$ cat src/rtl/stream_mux_rr.sv
// N-channel, W-bit stream multiplexer with one registered output stage.
// Channel choice is either an external select or round-robin among requesters.
module stream_mux_rr #(
  parameter int WIDTH    = 8,
  parameter int CHANNELS = 4,
  localparam int SEL_W   = $clog2(CHANNELS)
) (
  input  logic                      clk,
  input  logic                      rst_n,
  input  logic                      mode,
  input  logic [SEL_W-1:0]          sel,
  input  logic [CHANNELS*WIDTH-1:0] in_data,
  input  logic [CHANNELS-1:0]       in_valid,
  output logic [CHANNELS-1:0]       in_ready,
  output logic [WIDTH-1:0]          out_data,
  output logic [SEL_W-1:0]          out_chan,
  output logic                      out_valid,
  input  logic                      out_ready
);

  // Handshake: a word moves across any port on a rising edge where its valid
  // and ready are both high; valid never waits on ready, ready may follow valid.

  logic             load;
  logic             fix_hit;
  logic             rr_hit;
  logic             grant_valid;
  logic [SEL_W-1:0] rr_idx;
  logic [SEL_W-1:0] rr_try;
  logic [SEL_W-1:0] grant;
  logic [WIDTH-1:0] grant_data;
  logic [SEL_W-1:0] ptr;

  assign load = !out_valid || out_ready;

  // Comparing against every legal index means an out-of-range sel never hits.
  always_comb begin
    fix_hit = 1'b0;
    for (int i = 0; i < CHANNELS; i++) begin
      if (sel == SEL_W'(i) && in_valid[i]) fix_hit = 1'b1;
    end
  end

  always_comb begin
    rr_hit = 1'b0;
    rr_idx = '0;
    rr_try = '0;
    for (int k = 1; k <= CHANNELS; k++) begin
      rr_try = SEL_W'((int'(ptr) + k) % CHANNELS);
      if (!rr_hit && in_valid[rr_try]) begin
        rr_hit = 1'b1;
        rr_idx = rr_try;
      end
    end
  end

  assign grant       = mode ? rr_idx : sel;
  assign grant_valid = rst_n && load && (mode ? rr_hit : fix_hit);

  always_comb begin
    grant_data = '0;
    for (int i = 0; i < CHANNELS; i++) begin
      if (grant == SEL_W'(i)) grant_data = in_data[i*WIDTH +: WIDTH];
    end
  end

  always_comb begin
    in_ready = '0;
    for (int i = 0; i < CHANNELS; i++) begin
      in_ready[i] = grant_valid && (grant == SEL_W'(i));
    end
  end

  // ptr resets to the last channel so that channel 0 wins the first search.
  always_ff @(posedge clk or negedge rst_n) begin
    if (!rst_n) begin
      out_data  <= '0;
      out_chan  <= '0;
      out_valid <= 1'b0;
      ptr       <= SEL_W'(CHANNELS - 1);
    end else if (load) begin
      if (grant_valid) begin
        out_data  <= grant_data;
        out_chan  <= grant;
        out_valid <= 1'b1;
        if (mode) ptr <= grant;
      end else begin
        out_valid <= 1'b0;
      end
    end
  end

endmodule

$ cat config.mk
export PLATFORM = sky130hd
export DESIGN_NAME = stream_mux_rr
export DESIGN_NICKNAME = d
export VERILOG_FILES = /design/src/rtl/stream_mux_rr.sv
export SDC_FILE = /design/constraint.sdc
export NUM_CORES = 1
export LEC_CHECK = 0
export ABC_AREA = 1
export CAP_MARGIN = 30
export CELL_PAD_IN_SITES_DETAIL_PLACEMENT = 1
export CELL_PAD_IN_SITES_GLOBAL_PLACEMENT = 1
export CORE_MARGIN = 5
export CORE_UTILIZATION = 25
export CTS_BUF_LIST = sky130_fd_sc_hd__clkbuf_16
export DETAILED_ROUTE_END_ITERATION = 16
export GPL_TIMING_DRIVEN = 0
export PLACE_DENSITY_LB_ADDON = 0.1
export SYNTH_ARGS = -nofsm -noshare
export SYNTH_HDL_FRONTEND = slang
export SYNTH_SLANG_ARGS = --single-unit
$ cat constraint.sdc
create_clock -name clk -period 2 [get_ports clk]
set_input_delay 0.4 -clock clk [delete_from_list [all_inputs] [get_ports clk]]
set_output_delay 0.4 -clock clk [all_outputs]
set_load 0.01 [all_outputs]
==> flow_metrics.py <==
metrics = {
    "outcome": {
        "run_status": "finished with violations",
        "violations": "setup timing",
    },
    "yosys": {
        "synth.distinct_cells": 27,
        "post_synth_mux_area_share_pct": 0,
        "syn-cell-area_sq_um": 1300,
        "synthesis.area_per_instance_sq_um": 6.61,
        "yosys.area_share.xor_xnor_pct": 0,
        "post_synth_fa_ha_maj_area_fraction_pct": 0,
        "syn-instance-count": 197,
        "area_fraction_in_compound_gates_after_synthesis_pct": 9.61,
        "post_synth_and_or_nand_nor_area_fraction_pct": 52.8,
        "synth_seq_area_share_pct": 25.2,
        "synth_top_family_by_area": "simple AND/OR/NAND/NOR gates",
        "flop_and_latch_count_out_of_synthesis": 13,
        "mappedNetlistNets": 239,
        "ys.warnings.count": 0,
    },
    "finish": {
        "multi_input_area_sq_um": 947,
        "nNetsFinal": 320,
        "flow.area_growth_from_synthesis_pct": 81.9,
        "layout.cell_area.non_filler_sq_um": 2370,
        "mostFrequentLayoutCells": "nand2_1 (63), clkdlybuf4s50_1 (49), buf_4 (19)",
        "fillerInstances": 656,
        "drive_gt1_share_pct": 31.0,
        "antennaDiodeCount": 0,
        "layout.cells.most_common": "nand2_1",
        "sequential_cell_area_sq_um": 328,
    },
    "sta": {
        "post-route-worst-setup-slack_ns": -0.524,
        "report.final.setup_viol": 14,
        "slew_viol_final": 0,
        "maxSlewHeadroom_pct": 56.3,
        "period_share_pct": 126,
        "final_hold_viol_count": 0,
        "clock_skew_ns": 0.00549,
        "rsz0062_at_grt": "true",
        "min_period_ns": 2.52,
        "max_freq_mhz": 396,
        "worst_pin_slew_ns": 0.655,
        "fin_setup_tns_ns": -3.93,
    },
    "critical_path": {
        "cp_data_arrival_time_ns": 2.12,
        "type_of_the_worst_setup_path": "flip-flop to primary output",
        "critical_path.max_fanout": 8,
        "cp_data_required_time_ns": 1.60,
        "timing.critical_path.to_type": "primary output",
        "worst_setup_path_start_kind": "flip-flop",
        "r2r_cells": 16,
    },
    "power": {
        "totalPowerFinal_w": 0.00308,
        "power.density_nw_per_um2": 1300,
        "power_leakage_nw": 1.16,
        "ir_worst_vdd_mv": 0.435,
    },
    "flow_run": {
        "max-cap-violations": 0,
    },
    "clock_tree": {
        "insertion_delay_ns": 0.24,
        "ctsHoldBuffers": 0,
        "clock_tree.buffer_depth": 2,
        "clkTransAtPathRegs_ns": 0.05,
        "ctsRootBufferMaster": "clkbuf_16",
        "cts_tree": "built",
        "cts-htree-levels": 1,
        "cts_made_buffers": 3,
        "clock_sink_count": 13,
    },
    "detailed_routing": {
        "detail_route.first_pass.iterations": 4,
        "vias_per_cell": 4.53,
        "drt-wirelength-per-cell_um": 14.6,
        "drt-initial-drc-count": 16,
        "drt_drc_violations_left": 0,
        "vias": 1572,
        "drt.antenna.violating_nets": 0,
        "wirelength_mm": 5.07,
    },
    "die": {
        "core_sq_um": 5070,
        "initial_utilization_pct": 25.7,
        "die_w_um": 82.2,
        "die_area_sq_um": 6750,
        "number_of_top_level_pins": 57,
        "core_rows": 26,
        "chipHeight_um": 82.2,
    },
    "global_route": {
        "pin_count_of_the_biggest_net_entering_global_routing": 15,
        "wire_length_of_the_first_global_routing_pass_mm": 8.16,
        "grt_antenna_before_repair": 0,
        "grt_pass1_vias": 1718,
        "grtUsageTotal_pct": 15.7,
        "global_route.overflow_total": 0,
    },
    "place": {
        "place_ws_ns": -1.38,
        "placement.cell_area_sq_um": 2000,
        "dp_hpwl_mm": 3.64,
        "place.port_buffers": 56,
        "place_congestion": 0.744,
    },
    "min_path": {
        "hp-class": "input pin to asynchronous set/reset pin",
    },
}
-- through the flow --
stage | util [%] | hold slack, ns | instances
2_1_floorplan | - | 0.104 | 197
3_3_place_gp | 39.3 | 0.467 | 323
3_5_place_dp | 39.3 | 0.470 | 323
4_1_cts | 46.2 | 0.316 | 345
5_1_grt | 46.7 | 0.326 | 347
6_report | 46.7 | 0.266 | 347
-- layer usage --
metal / vias up / share of wire, % / GRT usage (%)
met1: 746 / 41 / 18.1
met3: 2 / 3.2 / 2.17
li1: 794 / - / -
met4: 0 / 0.37 / 0.997
met5: - / 0 / 0
met2: 30 / 56 / 31.3
-- registers in the layout, summed over array words and instances (netlist names) --
| name | cells |
|---|---|
| out_data | 8 |
| out_chan | 2 |
| ptr | 2 |
| out_valid | 1 |
-- synthesized netlist by cell type, drive strengths merged --
library cell / number / area [sq um]
o21ai: 3 / 15.0
inv: 23 / 88.8
nand3: 24 / 148
nand4: 8 / 50.1
nand2: 85 / 373
buf: 8 / 72.6
nand3b: 9 / 67.6
dfrtp: 11 / 275
o211ai: 1 / 7.51
o21bai: 7 / 75.1
a21boi: 1 / 7.51
nor2: 10 / 45.0
a21oi: 4 / 20.0
dfstp: 2 / 52.6
nor3: 1 / 5.00
-- report_power, final --
group          internal [W]  switching, W
Sequential         0.000395     0.0000863
Clock              0.000264      0.000111
Combinational       0.00108       0.00114
Total               0.00174       0.00134
-- path summary, 6_finish.rpt --
path,startpoint,endpoint,slack [ns]
worst max-delay path,ptr[0],in_ready[1],-0.52
worst min-delay path,rst_n,out_data[0],0.27
worst max register to register,ptr[0],out_data[3],-0.28
worst min register to register,out_data[0],out_data[0],0.48
max in group asynchronous,rst_n,out_data[7],1.31
min in group clk,out_data[0],out_data[0],0.48
-- critical path, stage by stage, from the launching register on --
cell	delay [ns]
dfstp_2	0.56
buf_8	0.13
inv_8	0.05
nand2_4	0.06
nand2_4	0.06
nand2_4	0.08
nand2_4	0.06
nor2_4	0.12
nand3_2	0.07
nand2_2	0.08
nand3_4	0.11
nand2_8	0.12
buf_12	0.12
nand2_4	0.05
nor2_4	0.10
buf_6	0.10
-- repair_timing --
action / 4_1_cts / 5_1_grt
resized for setup: 54 / 3
setup buffers: 17 / 3
endpoints found under the setup margin: 16 / 14
gates cloned: 1 / 0
pin swaps: 17 / 6
-- cell type report --
type	instances	share of cell area, %
buffer	8	4.28
tap	70	3.70
multi-input combinational	153	40.0
sequential	13	13.8
clock inverter	1	0.158
clock buffer	3	3.17
inverter	23	4.07
timing repair buffer	76	30.8
-- cell families after synthesis --
logic type             after synthesis
AOI/OAI and AO/OA                   16
buffers and inverters               31
DFF                                 13
and+or+nand+nor                    137
Note: power is estimated with default switching activity, not from simulation.
